`src/rtl/pattern_note_sequencer_pkg.sv`:
```
// Note codes and the semitone base-increment table shared by the voice
// channels. Code 0 is a rest; code n>0 is semitone n-1 counted up from C2.
package pattern_note_sequencer_pkg;

  localparam int NOTE_W = 6;

  localparam logic [NOTE_W-1:0] NOTE_RST = 6'd0;
  localparam logic [NOTE_W-1:0] NOTE_C2  = 6'd1;
  localparam logic [NOTE_W-1:0] NOTE_C3  = 6'd13;
  localparam logic [NOTE_W-1:0] NOTE_C4  = 6'd25;
  localparam logic [NOTE_W-1:0] NOTE_E4  = 6'd29;
  localparam logic [NOTE_W-1:0] NOTE_G4  = 6'd32;
  localparam logic [NOTE_W-1:0] NOTE_A4  = 6'd34;
  localparam logic [NOTE_W-1:0] NOTE_C5  = 6'd37;

  // 32-bit phase increments for the C2 octave at a 48 kHz sample rate
  function automatic logic [31:0] note_base(input logic [3:0] semi);
    logic [31:0] inc;
    case (semi)
      4'd0:    inc = 32'd5852430;
      4'd1:    inc = 32'd6200500;
      4'd2:    inc = 32'd6569152;
      4'd3:    inc = 32'd6959817;
      4'd4:    inc = 32'd7373653;
      4'd5:    inc = 32'd7812098;
      4'd6:    inc = 32'd8276669;
      4'd7:    inc = 32'd8768801;
      4'd8:    inc = 32'd9290193;
      4'd9:    inc = 32'd9842633;
      4'd10:   inc = 32'd10427915;
      4'd11:   inc = 32'd11048000;
      default: inc = 32'd0;
    endcase
    return inc;
  endfunction

endpackage

```
`src/rtl/note_envelope.sv`:
```
// Hold/decay amplitude generator: load jumps to level, then holds for a
// number of ticks and decays linearly, saturating at zero.
module note_envelope #(
  parameter int ENV_W  = 9,
  parameter int HOLD_W = 4
) (
  input  logic              i_clk,
  input  logic              i_rst,
  input  logic              i_tick_stb,
  input  logic              i_load,
  input  logic [ENV_W-1:0]  i_level,
  input  logic [HOLD_W-1:0] i_hold,
  input  logic [ENV_W-1:0]  i_decay,
  output logic [ENV_W-1:0]  o_env
);

  logic [ENV_W-1:0]  env_q,  env_d;
  logic [HOLD_W-1:0] hold_q, hold_d;

  always_comb begin
    env_d  = env_q;
    hold_d = hold_q;
    // load outranks a coincident tick so a fresh note always starts at level
    if (i_load) begin
      env_d  = i_level;
      hold_d = '0;
    end else if (i_tick_stb) begin
      if (hold_q < i_hold)        hold_d = hold_q + 1'b1;
      else if (env_q > i_decay)   env_d  = env_q - i_decay;
      else                        env_d  = '0;
    end
  end

  always_ff @(posedge i_clk or posedge i_rst) begin
    if (i_rst) begin
      env_q  <= '0;
      hold_q <= '0;
    end else begin
      env_q  <= env_d;
      hold_q <= hold_d;
    end
  end

  assign o_env = env_q;

endmodule

```
`src/rtl/note_table.sv`:
```
// Converts a note code to the phase-accumulator increment; rests give 0.
module note_table
  import pattern_note_sequencer_pkg::*;
(
  input  logic [NOTE_W-1:0] i_note,
  output logic [31:0]       o_phase_delta
);

  logic [NOTE_W-1:0] step;
  logic [3:0]        semi;
  logic [2:0]        oct;

  always_comb begin
    step = i_note - 6'd1;
    semi = 4'(step % 6'd12);
    oct  = 3'(step / 6'd12);
    if (i_note == NOTE_RST) o_phase_delta = 32'd0;
    else                    o_phase_delta = note_base(semi) << oct;
  end

endmodule

```
`src/rtl/pattern_note_sequencer.sv`:
```
// Programmable one-voice note sequencer: pattern RAM, one-shot/loop playback
// and a per-note hold/decay envelope feeding the phase accumulator and mixer.
module pattern_note_sequencer
  import pattern_note_sequencer_pkg::*;
#(
  parameter  int DEPTH  = 16,
  parameter  int LEN_W  = 5,
  parameter  int ENV_W  = 9,
  parameter  int HOLD_W = 4,
  localparam int AW     = $clog2(DEPTH)
) (
  input  logic              i_clk,
  input  logic              i_rst,
  input  logic              i_tick_stb,
  input  logic              i_note_stb,
  input  logic              i_start,
  input  logic              i_stop,
  input  logic              i_loop,
  input  logic [AW-1:0]     i_last,
  input  logic              i_wr_en,
  input  logic [AW-1:0]     i_wr_addr,
  input  logic [NOTE_W-1:0] i_wr_note,
  input  logic [LEN_W-1:0]  i_wr_len,
  input  logic [ENV_W-1:0]  i_env_level,
  input  logic [HOLD_W-1:0] i_env_hold,
  input  logic [ENV_W-1:0]  i_env_decay,
  output logic [31:0]       o_phase_delta,
  output logic [NOTE_W-1:0] o_note,
  output logic              o_new_note,
  output logic [AW-1:0]     o_index,
  output logic [ENV_W-1:0]  o_envelope,
  output logic              o_busy,
  output logic              o_done
);

  localparam logic [0:0] S_IDLE = 1'b0;
  localparam logic [0:0] S_PLAY = 1'b1;

  logic [0:0]       state_q,    state_d;
  logic [AW-1:0]    index_q,    index_d;
  logic [LEN_W-1:0] dur_q,      dur_d;
  logic             new_note_q, new_note_d;
  logic             done_q,     done_d;

  logic [NOTE_W-1:0] note_mem [DEPTH];
  logic [LEN_W-1:0]  len_mem  [DEPTH];
  logic [NOTE_W-1:0] cur_note;
  logic [LEN_W-1:0]  cur_len;
  logic [ENV_W-1:0]  env;

  // Pattern RAM is intentionally unreset; reads are combinational at index
  always_ff @(posedge i_clk) begin
    if (i_wr_en) begin
      note_mem[i_wr_addr] <= i_wr_note;
      len_mem[i_wr_addr]  <= i_wr_len;
    end
  end

  assign cur_note = note_mem[index_q];
  assign cur_len  = len_mem[index_q];

  always_comb begin
    state_d    = state_q;
    index_d    = index_q;
    dur_d      = dur_q;
    new_note_d = 1'b0;
    done_d     = 1'b0;
    if (i_stop) begin
      state_d = S_IDLE;
    end else if (i_start) begin
      state_d    = S_PLAY;
      index_d    = '0;
      dur_d      = '0;
      new_note_d = 1'b1;
    end else if (state_q == S_PLAY && i_note_stb) begin
      if (dur_q == cur_len) begin
        dur_d = '0;
        if (index_q == i_last) begin
          if (i_loop) begin
            index_d    = '0;
            new_note_d = 1'b1;
          end else begin
            state_d = S_IDLE;
            done_d  = 1'b1;
          end
        end else begin
          // a lowered i_last below index lets this wrap mod DEPTH
          index_d    = index_q + 1'b1;
          new_note_d = 1'b1;
        end
      end else begin
        dur_d = dur_q + 1'b1;
      end
    end
  end

  always_ff @(posedge i_clk or posedge i_rst) begin
    if (i_rst) begin
      state_q    <= S_IDLE;
      index_q    <= '0;
      dur_q      <= '0;
      new_note_q <= 1'b0;
      done_q     <= 1'b0;
    end else begin
      state_q    <= state_d;
      index_q    <= index_d;
      dur_q      <= dur_d;
      new_note_q <= new_note_d;
      done_q     <= done_d;
    end
  end

  note_envelope #(
    .ENV_W  (ENV_W),
    .HOLD_W (HOLD_W)
  ) u_env (
    .i_clk      (i_clk),
    .i_rst      (i_rst),
    .i_tick_stb (i_tick_stb),
    .i_load     (new_note_q),
    .i_level    (i_env_level),
    .i_hold     (i_env_hold),
    .i_decay    (i_env_decay),
    .o_env      (env)
  );

  note_table u_table (
    .i_note        (o_note),
    .o_phase_delta (o_phase_delta)
  );

  assign o_busy     = (state_q == S_PLAY);
  assign o_note     = o_busy ? cur_note : NOTE_RST;
  assign o_envelope = (o_busy && o_note != NOTE_RST) ? env : '0;
  assign o_new_note = new_note_q;
  assign o_done     = done_q;
  assign o_index    = index_q;

endmodule

```
`config.mk`:
```
export PLATFORM = sky130hd
export DESIGN_NAME = pattern_note_sequencer
export DESIGN_NICKNAME = d
export VERILOG_FILES = /design/src/rtl/pattern_note_sequencer_pkg.sv /design/src/rtl/note_envelope.sv /design/src/rtl/note_table.sv /design/src/rtl/pattern_note_sequencer.sv
export SDC_FILE = /design/constraint.sdc
export NUM_CORES = 1
export LEC_CHECK = 0
export CAP_MARGIN = 30
export CORE_AREA = 2 2 132 166
export DETAILED_ROUTE_END_ITERATION = 7
export DIE_AREA = 0 0 134 168
export MAX_ROUTING_LAYER = met4
export PLACE_DENSITY = 0.76
export SLEW_MARGIN = 15
export SYNTH_ARGS = -nofsm -noshare
export SYNTH_HDL_FRONTEND = slang
export SYNTH_HIERARCHICAL = 1
export SYNTH_SLANG_ARGS = --single-unit
```
`constraint.sdc`:
```
create_clock -name i_clk -period 23 [get_ports i_clk]
set_clock_uncertainty 0.2 [all_clocks]
set_input_delay 6.9 -clock i_clk [delete_from_list [all_inputs] [get_ports i_clk]]
set_output_delay 6.9 -clock i_clk [all_outputs]
set_load 0.02 [all_outputs]
```
==> impl_metrics.toml, run 1 <==
[die]
placementRows = 60
die_area_mm2 = 0.02251
start_util_pct = 53.71
num_io_pins = 103
design.core.area_mm2 = 0.02110
die_h_um = 168
die_x_um = 134

[final_layout]
n_fill_cell = 1578
final_cell_mix = "edfxtp_1 (176), clkdlybuf4s50_1 (101), nor2_1 (66), nand2_1 (59), a21oi_1 (49)"
area_growth_pct = 16.82
nNetsFinal = 1091
n_antenna_cell = 0
final_common_cell = "edfxtp_1"
drive_gt1_share_pct = 13.27

[cts]
tritoncts.num_buffers = 21
cts_tree = "yes"
root_buffer = "clkbuf_16"
cts_max_level = 1
postCtsSetupRepairBufs = 0
cts_buffer_depth = 3
clkTransAtPathRegs_ns = 0.06
cts_resized = 0
clkSinkCount = 201
clkLatencyLatePin_ns = 0.49
cts_hold_buffers = 0

[route]
first_iter_violations = 913
vias = 8413
drt-total-wl_mm = 30.66
vias_per_cell = 6.452
final_antenna_net_count = 0
dr.pass1.iters = 6
routedWlPerCell_um = 23.51
drc = 0

[synthesis]
ys_seq_elements = 201
syn_inst = 927
yosys.cell_types.count = 92
synth_edf_count = 176
synth_warnings = 6
postSynth.asyncResetShare_pct = 12.44
synth_flop_cell = "edfxtp_1"
syn_nets = 1002
yosysSeqAreaShare_pct = 52.17
syn_area_mm2 = 0.01133
syn_avg_cell_area_um2 = 12.22

[timing]
clock.fmax_mhz = 56.57
slew_violations = 0
setup-violations-final = 0
timing.final.crit_share_pct = 76.85
rsz0062_at_grt = "no"
max_slew_margin_pct = 39.84
tns_ns = 0
tightest_slew_ns = 0.9024
hold_viol_final = 0
holdWs_ns = 0.3392
period_minus_slack_ns = 17.68

[critical_path]
cp.arrival_ns = 10.58
reg2reg_to = "o_index[0]"
endpoint_kind = "primary output"
worst_setup_path_start_kind = "flip-flop"
critPathLaunch = "o_index[0]"
required_ns = 15.90
rr_startpoint = "o_index[1]"
ff2ff_path_depth = 9
path_max_fanout = 31
path_class = "reg2out"
reg2reg_slack_ns = 18.95

[min_path]
hp-start = "u_env/o_env[4]"
min_to = "u_env/o_env[4]"
whs_path_depth = 1
hold_class = "reg2reg"

[job]
max_cap_violations = 0

[power]
switching_power_uw = 428.7
cellInternalPower_uw = 775.5
p_sw_share_pct = 35.60
peakVddDrop_v = 0.00006974
leakage_uw = 0.004499
seqPwrFrac_pct = 35.7
power.share.clock_pct = 25.4
p_per_area_mw_per_mm2 = 90.99
combPwrFrac_pct = 38.9

[outcome]
outcome = "finished clean"

[global_route]
grt_max_degree = 32
grt_pass1_vias = 8383
grt-ovfl-total = 0
grt_use_total_pct = 28.03
antenna_found_initial = 0
grt_pass1_wl_mm = 47.17

[placed_design]
dp_hpwl_mm = 21.27
port_buffers = 101
gp_congestion = 0.9555
state kept, by name, summed over array words and instances, names as in the netlist:
| signal | cells |
|---|---|
| dur_q | 5 |
| len_mem | 80 |
| u_env/o_env | 9 |
| o_done | 1 |
| note_mem | 96 |
| o_busy | 1 |
| u_env/hold_q | 4 |
| o_new_note | 1 |
| o_index | 4 |
power by group through the flow:
stage          clock (uW)  sequential [uW]  combinational, uW
2_1_floorplan           0              431                322
3_3_place_gp            0              436                457
3_5_place_dp            0              437                455
4_1_cts               311              430                457
5_1_grt               324              432                501
6_report              306              430                468
kinds of logic after synthesis:
kind of cell | after synthesis | synth area share (%)
AO/OA/AOI/OAI | 232 | 15.10
XOR/XNOR | 27 | 2.087
adder cells (fa/ha/maj) | 26 | 2.938
buffers and inverters | 95 | 3.943
flip-flops | 201 | 52.17
multiplexers | 82 | 11.82
other | 1 | 0.03310
AND/OR/NAND/NOR | 263 | 11.92
area by class of cell:
type	count	area, um2	area share [%]
well taps	279	349.1	2.638
clock inverters	7	66.31	0.5010
flip-flops and latches	201	5913	44.68
clock buffers	25	540.5	4.084
repair buffers	129	1249	9.435
multi-input cells	631	4997	37.76
inverters	32	120.1	0.9075
metrics by stage:
step	util, %	instance area [um2]	total power (uW)	worst slack (ns)	cells
2_1_floorplan	-	11330	753.5	7.716	927
3_3_place_gp	59.63	12580	893.5	5.992	1269
3_5_place_dp	59.63	12580	892.1	5.956	1269
4_1_cts	62.50	13190	1198	5.404	1301
5_1_grt	62.74	13240	1258	4.667	1304
6_report	62.74	13240	1204	5.324	1304
layer usage:
layer | wire length (um) | global-route usage [%] | vias to the layer above
met5 | 0 | - | -
met4 | 1332 | 10.87 | 0
met3 | 1766 | 3.041 | 97
met2 | 15870 | 48.94 | 392
met1 | 11690 | 33.40 | 4131
li1 | - | - | 3793
worst max-delay path, stage by stage (launching register included):
cell             delay (ns)
dfrtp_2                0.69
buf_4                  0.53
mux4_2                 0.56
mux4_2                 0.47
and2_1                 0.17
buf_4                  0.22
inv_1                  0.31
ha_1                   0.69
or3b_2                 0.55
xnor2_1                0.15
ha_1                   0.46
or4_1                  0.51
mux2i_2                0.27
or2_1                  0.41
nor3_2                 0.07
buf_4                  0.25
xnor2_1                0.16
ha_1                   0.36
nor3b_1                0.40
nand2_1                0.11
o21ai_2                0.20
or2_1                  0.56
nor3_2                 0.18
o31ai_1                0.41
nor2_1                 0.08
a221oi_1               0.44
a2bb2o_1               0.22
clkdlybuf4s50_1        0.60
cell usage after synthesis (5+ instances only):
library cell,count,share of area (%)
nor3_1,22,0.97
nand3b_1,5,0.33
mux2_1,10,0.99
mux2i_1,30,2.7
o22ai_1,21,1.2
o211ai_1,9,0.60
buf_6,7,0.70
nand2b_1,14,0.77
clkbuf_1,35,1.2
inv_1,31,1.0
o21ai_0,21,0.93
nor2_1,66,2.2
ha_1,25,2.8
buf_2,12,0.53
or2_2,5,0.28
edfxtp_1,176,47
o21ai_1,9,0.40
a221o_1,8,0.71
a211oi_1,11,0.73
xnor2_1,15,1.2
and2_1,24,1.3
a221oi_1,9,0.70
nand3_1,19,0.84
o32ai_1,6,0.46
buf_4,6,0.40
a21boi_0,5,0.33
a21oi_1,49,2.2
o31ai_1,5,0.33
and3_1,7,0.39
xor2_1,12,0.93
o31a_1,5,0.39
a31oi_1,11,0.61
mux4_2,40,8.0
nor3b_1,6,0.40
dfrtp_1,25,5.5
o221ai_1,11,0.85
nand2_1,59,2.0
worst max path at each step:
stage | endpoint | slack (ns)
after CTS | o_phase_delta[13] | 5.40
final | o_phase_delta[20] | 5.32
after detailed placement | o_phase_delta[13] | 5.96
after global placement | o_phase_delta[15] | 5.99
after floorplan | o_phase_delta[12] | 7.72
after global routing | o_phase_delta[20] | 4.67
Power figures use the tool's default switching activity.
==> run 2, diff against run 1 <==
clock period = 18.4 ns   (was 23 ns; I/O delays follow)
==> impl_metrics.toml, run 2 (synthesis results as in run 1) <==
[outcome]
outcome = "finished clean"

[global_route]
grt_max_degree = 32
grt_use_total_pct = 29.30
grt-ovfl-total = 0
grt_pass1_wl_mm = 48.93
grt_pass1_vias = 8416
antenna_found_initial = 0

[placed_design]
dp_hpwl_mm = 22.58
placed_cells = 1271
port_buffers = 101
place_area_mm2 = 0.01260
gp_congestion = 0.9831

[final_layout]
finalInstanceArea_mm2 = 0.01324
final_common_cell = "edfxtp_1"
stdcell_count = 1307
final_core_util_pct = 62.74
area_growth_pct = 16.82
regArea_mm2 = 0.005913
largest_register_ffs = 96
n_antenna_cell = 0
top_register = "note_mem"
multi_input_area_mm2 = 0.004997
n_fill_cell = 1616
drive_gt1_share_pct = 13.42
nNetsFinal = 1090
final_cell_mix = "edfxtp_1 (176), clkdlybuf4s50_1 (101), nor2_1 (66), nand2_1 (59), a21oi_1 (49)"

[critical_path]
path_max_fanout = 31
worst_setup_path_start_kind = "flip-flop"
rr_startpoint = "o_index[1]"
path_class = "reg2out"
cp.arrival_ns = 10.44
crit_buf_inv = 6
required_ns = 12.68
slowest_delay_ns = 0.82
endpoint_kind = "primary output"
critPathLaunch = "o_index[0]"
critPathMostFrequentCell = "buf_4"
path_delay_family = "simple AND/OR/NAND/NOR gates"
cp_slowest_cell = "dfrtp_2"

[timing]
rsz0062_at_grt = "no"
timing.final.crit_share_pct = 87.84
hold_viol_final = 0
setup-violations-final = 0
clock.fmax_mhz = 61.87
slew_violations = 0
max_slew_margin_pct = 35.53
period_minus_slack_ns = 16.16
tightest_slew_ns = 0.9670
tns_ns = 0

[die]
design.core.area_mm2 = 0.02110
start_util_pct = 53.71
num_io_pins = 103
placementRows = 60
die_h_um = 168
die_x_um = 134
die_area_mm2 = 0.02251

[route]
final_antenna_net_count = 0
vias_per_cell = 6.448
first_iter_violations = 793
vias = 8428
drc = 0
dr.pass1.iters = 7
drt-total-wl_mm = 31.68
routedWlPerCell_um = 24.24

[cts]
cts_hold_buffers = 0
postCtsSetupRepairBufs = 0
tritoncts.num_buffers = 20
clkTransAtPathRegs_ns = 0.06
cts_resized = 0
cts_buffer_depth = 3
clkSinkCount = 201
clkLatencyLatePin_ns = 0.48
cts_max_level = 1
root_buffer = "clkbuf_16"
cts_tree = "yes"

[power]
cellInternalPower_uw = 972.4
p_sw_share_pct = 35.62
seqPwrFrac_pct = 35.6
p_per_area_mw_per_mm2 = 114.1
switching_power_uw = 538.1
total_power_uw = 1510
combPwrFrac_pct = 39.0
leakage_uw = 0.004504
power.share.clock_pct = 25.3
peakVddDrop_v = 0.0001259

[job]
max_cap_violations = 0

[min_path]
hp-start = "u_env/o_env[4]"
hold_class = "reg2reg"
## run 2: cell count changes in the layout (fill, tap and decap cells not counted)
cell,before,now
buf_16,1,0
buf_8,1,2
clkbuf_1,4,7
clkinv_1,4,2
clkinv_2,0,3
clkinv_4,1,0
inv_6,1,0
inv_8,0,1
## run 2: through the flow
| stage | hold WS (ns) | worst slack [ns] |
|---|---|---|
| after floorplan | 0.2985 | 4.496 |
| after global placement | 0.3216 | 2.796 |
| after detailed placement | 0.3324 | 2.760 |
| after CTS | 0.3508 | 2.259 |
| after global routing | 0.3872 | 1.554 |
| final | 0.3549 | 2.237 |
## run 2: cell type report
| type | instances | area share, % |
|---|---|---|
| Sequential cell | 201 | 44.68 |
| Clock buffer | 28 | 4.169 |
| Tap cell | 279 | 2.638 |
| Clock inverter | 7 | 0.5105 |
| Timing Repair Buffer | 129 | 9.340 |
| Multi-Input combinational cell | 631 | 37.76 |
| Inverter | 32 | 0.9075 |
## run 2: path summary, 6_finish.rpt
| kind | endpoint | slack, ns | depth (start not counted) |
|---|---|---|---|
| max in group asynchronous | o_index[0] | 12.40 | 2 |
| worst max register to register | o_index[0] | 14.27 | 9 |
| worst min register to register | u_env/o_env[4] | 0.35 | 1 |
| worst min-delay path | u_env/o_env[4] | 0.35 | 1 |
| min in group asynchronous | o_new_note | 5.21 | 2 |
| worst max-delay path | o_phase_delta[20] | 2.24 | 28 |
## run 2: power by group through the flow
stage          Sequential [uW]  Clock, uW  Combinational (uW)
2_1_floorplan              539          0                 403
3_3_place_gp               546          0                 579
3_5_place_dp               547          0                 578
4_1_cts                    538        389                 580
5_1_grt                    541        408                 632
6_report                   538        383                 590
## run 2: per-layer routing
layer,GRT usage (%),share of wire (%)
met5,-,0
met4,12.21,4.6
met2,52.04,53
met3,2.921,5.2
met1,33.91,37
==> run 3, diff against run 2 <==
CAP_MARGIN = 25   (was 30)
==> impl_metrics.toml, run 3 (synthesis results as in run 1) <==
[die]
start_util_pct = 53.71
num_io_pins = 103
design.core.area_mm2 = 0.02110
die_x_um = 134
die_h_um = 168
placementRows = 60
die_area_mm2 = 0.02251

[cts]
root_buffer = "clkbuf_16"
clkLatencyLatePin_ns = 0.51
cts_tree = "yes"
cts_max_level = 1
postCtsSetupRepairBufs = 0
tritoncts.num_buffers = 20
clkTransAtPathRegs_ns = 0.07
cts_buffer_depth = 3
cts_hold_buffers = 0
cts_resized = 0
clkSinkCount = 201

[min_path]
hold_class = "reg2reg"

[critical_path]
worst_setup_path_start_kind = "flip-flop"
reg2reg_slack_ns = 14.30
cp.arrival_ns = 10.50
slowest_delay_ns = 0.82
ff2ff_path_depth = 9
reg2reg_to = "o_index[0]"
path_max_fanout = 31
endpoint = "o_phase_delta[26]"
rr_startpoint = "o_index[1]"
critPathMostFrequentCell = "buf_4"
path_class = "reg2out"
cp_slowest_cell = "dfrtp_2"
critPathLaunch = "o_index[0]"
endpoint_kind = "primary output"
required_ns = 12.68

[global_route]
antenna_found_initial = 0
grt_pass1_vias = 8606
grt_pass1_wl_mm = 49.58
grt_use_total_pct = 29.90
grt-ovfl-total = 0
grt_max_degree = 32

[route]
final_antenna_net_count = 0
routedWlPerCell_um = 24.81
dr.pass1.iters = 5
drt-total-wl_mm = 32.40
drc = 0
first_iter_violations = 949
vias_per_cell = 6.562
vias = 8570

[timing]
max_slew_margin_pct = 31.07
layout_setup_ws_ns = 2.177
period_minus_slack_ns = 16.22
clock.fmax_mhz = 61.64
tns_ns = 0
timing.final.crit_share_pct = 88.17
rsz0062_at_grt = "no"
hold_viol_final = 0
tightest_slew_ns = 1.034
setup-violations-final = 0
slew_violations = 0

[power]
peakVddDrop_v = 0.0001031
p_per_area_mw_per_mm2 = 117.8
total_power_uw = 1567
leakage_uw = 0.004537

[job]
max_cap_violations = 0

[final_layout]
final_common_cell = "edfxtp_1"
top_register = "note_mem"
nNetsFinal = 1089
largest_register_ffs = 96
stdcell_count = 1306
area_growth_pct = 17.44
drive_gt1_share_pct = 13.83
n_antenna_cell = 0
final_cell_mix = "edfxtp_1 (176), clkdlybuf4s50_1 (101), nor2_1 (66), nand2_1 (59), a21oi_1 (49)"

[placed_design]
place_ws_ns = 2.769
dp_hpwl_mm = 22.52
port_buffers = 101
placed_cells = 1270
gp_congestion = 0.9831

[outcome]
outcome = "finished clean"
-- run 3: changes by cell type in the layout (fill, tap and decap cells not counted), sizes merged --
cell and change:
clkbuf -6, bufinv +3, buf -1, clkinv +1
clkinvlp +1, inv +1
-- run 3: worst min path at each step --
stage                        start             end  slack, ns  cells past startpoint
global placement    u_env/o_env[3]  u_env/o_env[3]       0.32                      1
floorplan           u_env/o_env[3]  u_env/o_env[3]       0.30                      1
CTS                 u_env/o_env[4]  u_env/o_env[4]       0.36                      1
finish              u_env/o_env[4]  u_env/o_env[4]       0.36                      1
global route        u_env/o_env[4]  u_env/o_env[4]       0.40                      1
detailed placement  u_env/o_env[4]  u_env/o_env[4]       0.34                      1
-- run 3: power breakdown --
part | switching, uW | leakage [uW] | internal [uW]
combinational | 360 | 0.00228 | 229
sequential | 21.1 | 0.00191 | 517
clock | 174 | 0.000341 | 265
total | 556 | 0.00454 | 1010
-- run 3: layout make-up --
class / count / area (um2)
fillers: 1605 / 7790
multi-input cells: 631 / 4997
repair buffers: 128 / 1221
flip-flops and latches: 201 / 5913
clock inverters: 13 / 175.2
clock buffers: 22 / 529.3
inverters: 32 / 120.1
well taps: 279 / 349.1
-- run 3: metal layers --
metal,global-route usage (%),vias up,part of all wire (%)
met1,34.23,4291,37
met3,2.800,93,5.2
met4,15.63,0,5.5
met2,52.11,397,53
met5,-,-,0
li1,-,3789,-
-- run 3: critical path, delay by kind of cell, from the launching register on --
family | cells | cell delay, ns
adder cells (fa/ha/maj) | 3 | 1.41
XOR/XNOR | 2 | 0.33
multiplexers | 4 | 1.46
buffers and inverters | 6 | 2.10
AND/OR/NAND/NOR | 8 | 2.73
flip-flops | 1 | 0.82
AO/OA/AOI/OAI | 5 | 1.15
-- run 3: through the flow --
step	util (%)	hold slack, ns	instance area, um2
4_1_cts	63.00	0.3564	13290
2_1_floorplan	-	0.2985	11330
3_5_place_dp	59.66	0.3361	12590
3_3_place_gp	59.66	0.3216	12590
5_1_grt	63.07	0.4016	13310
6_report	63.07	0.3563	13310
